--- config.mk ---
export PLATFORM = sky130hd
export DESIGN_NAME = alu_op_sequencer
export DESIGN_NICKNAME = d
export VERILOG_FILES = /design/src/rtl/alu_op_sequencer.sv
export SDC_FILE = /design/constraint.sdc
export NUM_CORES = 1
export LEC_CHECK = 0
export ABC_CLOCK_PERIOD_IN_PS = 4300
export CAP_MARGIN = 10
export CORE_ASPECT_RATIO = 1.25
export CORE_MARGIN = 2
export CORE_UTILIZATION = 45
export CTS_CLUSTER_DIAMETER = 120
export DETAILED_ROUTE_END_ITERATION = 7
export PLACE_DENSITY = 0.73
export SYNTH_ARGS = -nofsm -noshare
export SYNTH_HDL_FRONTEND = slang
export SYNTH_SLANG_ARGS = --single-unit
--- constraint.sdc ---
create_clock -name clk -period 4.3 [get_ports clk]
set_input_delay 0.645 -clock clk [delete_from_list [all_inputs] [get_ports clk]]
set_output_delay 0.645 -clock clk [all_outputs]
set_load 0.005 [all_outputs]
--- src/rtl/alu_op_sequencer.sv ---
// Multi-cycle ALU op sequencer: accepts an op, runs exactly one unit enable for its latency, then pulses done.
// Optional abort input enabled by defining ALU_SEQ_ABORT_EN.
module alu_op_sequencer #(
   parameter int ADD_LAT = 1,
   parameter int SUB_LAT = 1,
   parameter int MUL_LAT = 8,
   parameter int DIV_LAT = 8,
   parameter int CNT_W   = 8
) (
   input  logic       clk,
   input  logic       rst_n,
   input  logic       start,
   input  logic [1:0] op,
   input  logic       div_zero,
`ifdef ALU_SEQ_ABORT_EN
   input  logic       abort,
`endif
   output logic       ready,
   output logic       busy,
   output logic       add_en,
   output logic       sub_en,
   output logic       mul_en,
   output logic       div_en,
   output logic       done,
   output logic       err,
   output logic [1:0] op_q
);

   typedef enum logic [1:0] {
      IDLE = 2'd0,
      EXEC = 2'd1,
      DONE = 2'd2
   } state_t;

   localparam logic [CNT_W-1:0] ADD_CNT = CNT_W'(ADD_LAT - 1);
   localparam logic [CNT_W-1:0] SUB_CNT = CNT_W'(SUB_LAT - 1);
   localparam logic [CNT_W-1:0] MUL_CNT = CNT_W'(MUL_LAT - 1);
   localparam logic [CNT_W-1:0] DIV_CNT = CNT_W'(DIV_LAT - 1);

   state_t           state_q, state_d;
   logic [CNT_W-1:0] cnt_q, cnt_d;
   logic [1:0]       op_d;
   logic             err_q, err_d;
   logic [CNT_W-1:0] latLoad;
   logic             abortHit;

`ifdef ALU_SEQ_ABORT_EN
   assign abortHit = abort;
`else
   assign abortHit = 1'b0;
`endif

   always_comb begin
      latLoad = ADD_CNT;
      case (op)
         2'b00:   latLoad = ADD_CNT;
         2'b01:   latLoad = SUB_CNT;
         2'b10:   latLoad = MUL_CNT;
         default: latLoad = DIV_CNT;
      endcase
   end

   // Divide-by-zero skips EXEC entirely so the divider is never enabled.
   always_comb begin
      state_d = state_q;
      cnt_d   = cnt_q;
      op_d    = op_q;
      err_d   = err_q;
      case (state_q)
         IDLE: begin
            if (start) begin
               op_d  = op;
               cnt_d = latLoad;
               if (op == 2'b11 && div_zero) begin
                  state_d = DONE;
                  err_d   = 1'b1;
               end else begin
                  state_d = EXEC;
                  err_d   = 1'b0;
               end
            end
         end
         EXEC: begin
            if (abortHit) begin
               state_d = DONE;
               err_d   = 1'b1;
            end else if (cnt_q == '0) begin
               state_d = DONE;
            end else begin
               cnt_d = cnt_q - CNT_W'(1);
            end
         end
         DONE:    state_d = IDLE;
         default: state_d = IDLE;
      endcase
   end

   always_ff @(posedge clk) begin
      if (!rst_n) begin
         state_q <= IDLE;
         cnt_q   <= '0;
         op_q    <= 2'b00;
         err_q   <= 1'b0;
      end else begin
         state_q <= state_d;
         cnt_q   <= cnt_d;
         op_q    <= op_d;
         err_q   <= err_d;
      end
   end

   // Every output is a decode of registered state, so no input reaches an output combinationally.
   assign ready  = (state_q == IDLE);
   assign busy   = (state_q == EXEC) || (state_q == DONE);
   assign done   = (state_q == DONE);
   assign err    = err_q;
   assign add_en = (state_q == EXEC) && (op_q == 2'b00);
   assign sub_en = (state_q == EXEC) && (op_q == 2'b01);
   assign mul_en = (state_q == EXEC) && (op_q == 2'b10);
   assign div_en = (state_q == EXEC) && (op_q == 2'b11);

endmodule

=== After elaboration in Yosys (flattened, before gate mapping) ===
Cells that the tools add are included.

* Logic and storage cells: 39
* Output and inout port bits: 10
* Input port bits: 6
* Bits in registers: 13

* Add/sub/neg operators: 1
* Equal/unequal tests: 10
* Mux-type cells: 9
* Reductions and logical operators: 15

{| class="wikitable"
|+ Operators with widths
! kind !! number
|-
| 2-to-1 mux 8 bit || 2
|-
| one-hot mux 8 bit (2 select lines) || 1
|-
| == test 2 bit (second input constant) || 4
|-
| logical NOT 8 bit || 1
|-
| subtractor 8 x 1 -> 8 bit (second input constant) || 1
|-
| == test 2 x 1 -> 1 bit (second input constant) || 3
|-
| logical NOT 2 bit || 3
|-
| 2-to-1 mux 2 bit || 3
|-
| inequality test 2 bit (second input constant) || 3
|-
| logical AND 1 bit || 5
|-
| one-hot mux 2 bit (2 select lines) || 1
|-
| AND reduction 2 bit || 2
|-
| 2-to-1 mux 3 bit || 1
|-
| AND reduction 3 bit || 1
|-
| nonzero test 2 bit || 1
|-
| OR reduction 2 bit || 1
|-
| logical OR 1 bit || 1
|-
| 2-to-1 mux 1 bit || 1
|}

=== Depth between registers and ports, before layout ===
* Depth in word-level cells: 5
* Depth in mapped cells: 8
* Mapped depth without buffers: 6

=== Worst setup path before layout ===
OpenSTA, ideal clock, no wires.

* Kind: reg2reg
* Start: register state_q[0]
* End: register cnt_q[4]
* Setup slack: 2.336 ns
* Cell stages (with the launch flop): 9
* Required time: 4.179 ns
* Setup time: 0.121 ns
* Period minus slack after synthesis: 1.964 ns
* Buffers on the path: 2
* Data arrival time: 1.843 ns
* Cells stage by stage: dfxtp_1 -> inv_1 -> ha_1 -> buf_6 -> mux2i_1 -> a41o_1 -> buf_6 -> nor4b_1 -> mux2_2

* Longest elaborated chain between the ends: 3
* Elaborated cells between the ends (all ways): 7
* Those cells by class: eq/ne (3); mux (1); reduce/logical (3)

{| class="wikitable"
|+ Ends and longest elaborated chain
! element !! line !! RTL
|-
| from (decl) || 40 || <nowiki>state_t state_q, state_d;</nowiki>
|-
| from (signal assigned) || 105 || <nowiki>state_q <= state_d;</nowiki>
|-
| logical NOT 2 bit (*) || -- ||
|-
| named net ready || 18 || <nowiki>output logic ready,</nowiki>
|-
| inequality test 2 bit (no source line) / nonzero test 2 bit (equally long branches) || -- ||
|-
| AND reduction 3 bit (no source line) || -- ||
|-
| to (signal assigned) || 106 || <nowiki>cnt_q <= cnt_d;</nowiki>
|-
| to (decl) || 41 || <nowiki>logic [CNT_W-1:0] cnt_q, cnt_d;</nowiki>
|}

Mark *: on every way through the listed nets, which the timed path passes. The rest lies on a longest branch.
A chain may end at the register's enable or synchronous reset.

=== Worst setup path after layout ===
* Start: register state_q[1]
* End: output port sub_en

* Longest elaborated chain between the ends: 2

{| class="wikitable"
|+ Ends and longest elaborated chain
! element !! line !! RTL
|-
| == test 2 x 1 -> 1 bit || 118 || <nowiki>assign sub_en = (state_q == EXEC) && (op_q == 2'b01);</nowiki>
|-
| logical AND 1 bit || 118 ||
|-
| to (decl) || 21 || <nowiki>output logic sub_en,</nowiki>
|}

No other way between the ends.

==> qor.txt <==
Synth Instances = 92
Worst setup EP type = output pin
Hold WC Path Type = register to register
Primary FF master, synth = dfxtp_1
CP Class = register to output pin
Crit share post-route = 61.5%
CP most frequent cell = inv_1
Worst reg2reg startpoint = state_q[1]
Switching part of the total = 37.5%
CTS tree = built
Final Max Slew Viols = 0
Origin of the worst setup path = state_q[1]
Residual DRC = 0
HPWL Detailed = 1150 microns
Post-synth cell types = 32
P_int = 0.285 mW
RSZ-0062 raised after global routing = no
Mapped Nets = 103
Rows = 16
Pleak = 0.366 nW
Core box area = 1580 sq um
Fmax = 378 MHz
CP Cell Sequence = inv_1, ha_1, inv_1, nor3b_1, clkdlybuf4s50_1
Cts repair resizes = 0
Via count = 729
Total wire length = 1550 microns
Hold path depth = 2
Comb power frac = 46.2%
R2R depth = 6
Port Buffer Count = 15
Die area = 2070 sq um
Async S/R FF share, synth = 0%
First-pass GRT wire length = 2630 microns
Post-CTS setup buffers = 0
Wirelength per Cell = 12.4 microns
Worst EP arrival = 2.00 ns
Count of flip-flops with a built-in enable after synthesis = 0
GR Util All Layers = 17.5%
ANT cells = 0
Reg clk slew, reported paths = 0.08 ns
Die width = 41.1 microns
GRT Residual Overflow = 0
Max_slew headroom = 63.3%
Routability Congestion = 0.783
MaxCap Viol Count = 0
Fin. Hold Viols = 0
Seq pwr share = 37.0%
Register area share after synthesis = 33.7%
Layout Utilization = 59.6%
Routed vias/inst = 5.83
Initial Util = 48.9%
Clock power share = 16.8%
CP peak stage delay = 0.54 ns
HP Start = cnt_q[1]
Worst Path Required = 3.65 ns
Worst Skew = 0.00199 ns
Largest net degree at the start of global routing = 13
Area grow syn2layout = 21.8%
Avg Synthesized Cell Area = 8.40 sq um
TritonRoute pass-1 iters = 4
FF+latch count, synth = 13
Max IR drop VDD = 245 uV
Syn Std Cell Area = 773 sq um
Crit-path max FO = 11
Boundary Pins = 16
Least-Margin Pin Slew = 0.545 ns
Final setup viols = 0
Startpoint types = register
CTS max path bufs = 2
ANT nets after route = 0
Worst reg2reg setup slack = 2.19 ns
Reg2reg end = cnt_q[4]
1st-iter DRT viols = 10
Worst skew pair latency = 0.27 ns
Cts hold-fix bufs = 0
Antenna violations before repair = 0
CTS Buf Count = 3
Nets = 119
DIE HEIGHT = 50.3 microns
Yosys warning count = 0
Switch Pwr = 0.171 mW
Num Clock Sinks = 13
Slowest CP cell = clkdlybuf4s50_1
Outcome = completed
Share of layout cells above drive strength 1 = 8.41%
Setup crit end = sub_en
Vias in the first global route = 636
Setup TNS = 0 ns
Root buffer cell = clkbuf_4
Htree depth = 1
PwrDens = 484 nW/um^2
Fin crit period = 2.65 ns
## per-layer routing
layer / GRT usage, % / vias up / part of all wire [%] / wire length (microns)
met5: 0 / - / 0 / 0
li1: - / 362 / - / -
met3: 2.65 / 6 / 3.9 / 61
met4: 6.67 / 0 / 1.7 / 27
met2: 28.4 / 15 / 51 / 783
met1: 22.1 / 346 / 44 / 676
## sequential cells by signal, indices dropped and copies added (netlist names)
name / cells
op_q: 2
cnt_q: 8
state_q: 2
err: 1
## how the worst min path moves through the flow
stage / end / slack (ns)
2_1_floorplan: cnt_q[1] / 0.45
3_3_place_gp: cnt_q[7] / 0.46
3_5_place_dp: cnt_q[7] / 0.48
4_1_cts: cnt_q[1] / 0.49
5_1_grt: cnt_q[7] / 0.52
6_report: cnt_q[1] / 0.48
## cell families after synthesis
family | share of synthesized area, %
flip-flops | 33.7
buffers and inverters | 6.80
multiplexers | 4.05
adder cells (fa/ha/maj) | 8.09
AND/OR/NAND/NOR | 25.2
AO/OA/AOI/OAI | 22.2
## synthesized netlist by cell type, types with 2 or more instances
cell type	instances	area (sq um)
nor2_1	4	15.0
a21oi_1	5	25.0
nand2_1	10	37.5
nand3_1	3	15.0
dfxtp_1	13	260
mux2i_1	2	20.0
and2_1	3	18.8
a21boi_0	4	30.0
or3_1	2	12.5
o21a_1	3	22.5
o31ai_1	2	15.0
ha_1	5	62.6
nor3b_1	2	15.0
buf_6	2	22.5
o22ai_1	2	12.5
clkbuf_1	2	7.51
or3_2	2	15.0
o21ai_0	6	30.0
inv_1	6	22.5
or4_1	2	15.0
## area by class of cell
class | count | area (sq um)
clock buffer | 4 | 26.3
fill | 148 | 639
inverter | 6 | 22.5
multi-input combinational | 69 | 460
sequential | 13 | 260
tap | 18 | 22.5
timing repair buffer | 15 | 150
## placed cells by master, fill, tap and decap left out, drive strengths merged, types with 2 or more instances in the layout
cell	synthesis	layout
ha	5	5
and2	3	3
o21a	3	3
clkbuf	2	4
o22ai	2	2
or4	2	2
or3	4	4
o31ai	2	2
a21oi	5	5
nand3	3	3
mux2i	2	2
inv	6	6
a21boi	4	4
dfxtp	13	13
nand2	10	10
clkdlybuf4s50	0	15
o21ai	6	6
nor3b	2	2
nor2	4	4
## critical path: cells and delay by family (launching register included)
kind / cells / cell delay, ns
buffers and inverters: 3 / 0.80
adder cells (fa/ha/maj): 1 / 0.37
flip-flops: 1 / 0.34
AND/OR/NAND/NOR: 1 / 0.22
## power by group through the flow
stage	Clock, mW	Combinational [mW]	Sequential, mW
3_5_place_dp	0	0.209	0.172
5_1_grt	0.0820	0.235	0.173
4_1_cts	0.0784	0.211	0.169
3_3_place_gp	0	0.205	0.171
2_1_floorplan	0	0.164	0.166
6_report	0.0768	0.211	0.169
## per-stage QoR
step / hold slack [ns] / worst slack [ns] / power (mW) / instance area (sq um) / cells
after global placement: 0.462 / 1.82 / 0.376 / 916 / 121
after CTS: 0.488 / 1.67 / 0.459 / 942 / 125
after global routing: 0.523 / 1.49 / 0.490 / 942 / 125
final: 0.481 / 1.65 / 0.456 / 942 / 125
after floorplan: 0.450 / 2.34 / 0.330 / 773 / 92
after detailed placement: 0.477 / 1.77 / 0.381 / 916 / 121
Power figures use the tool's default switching activity.
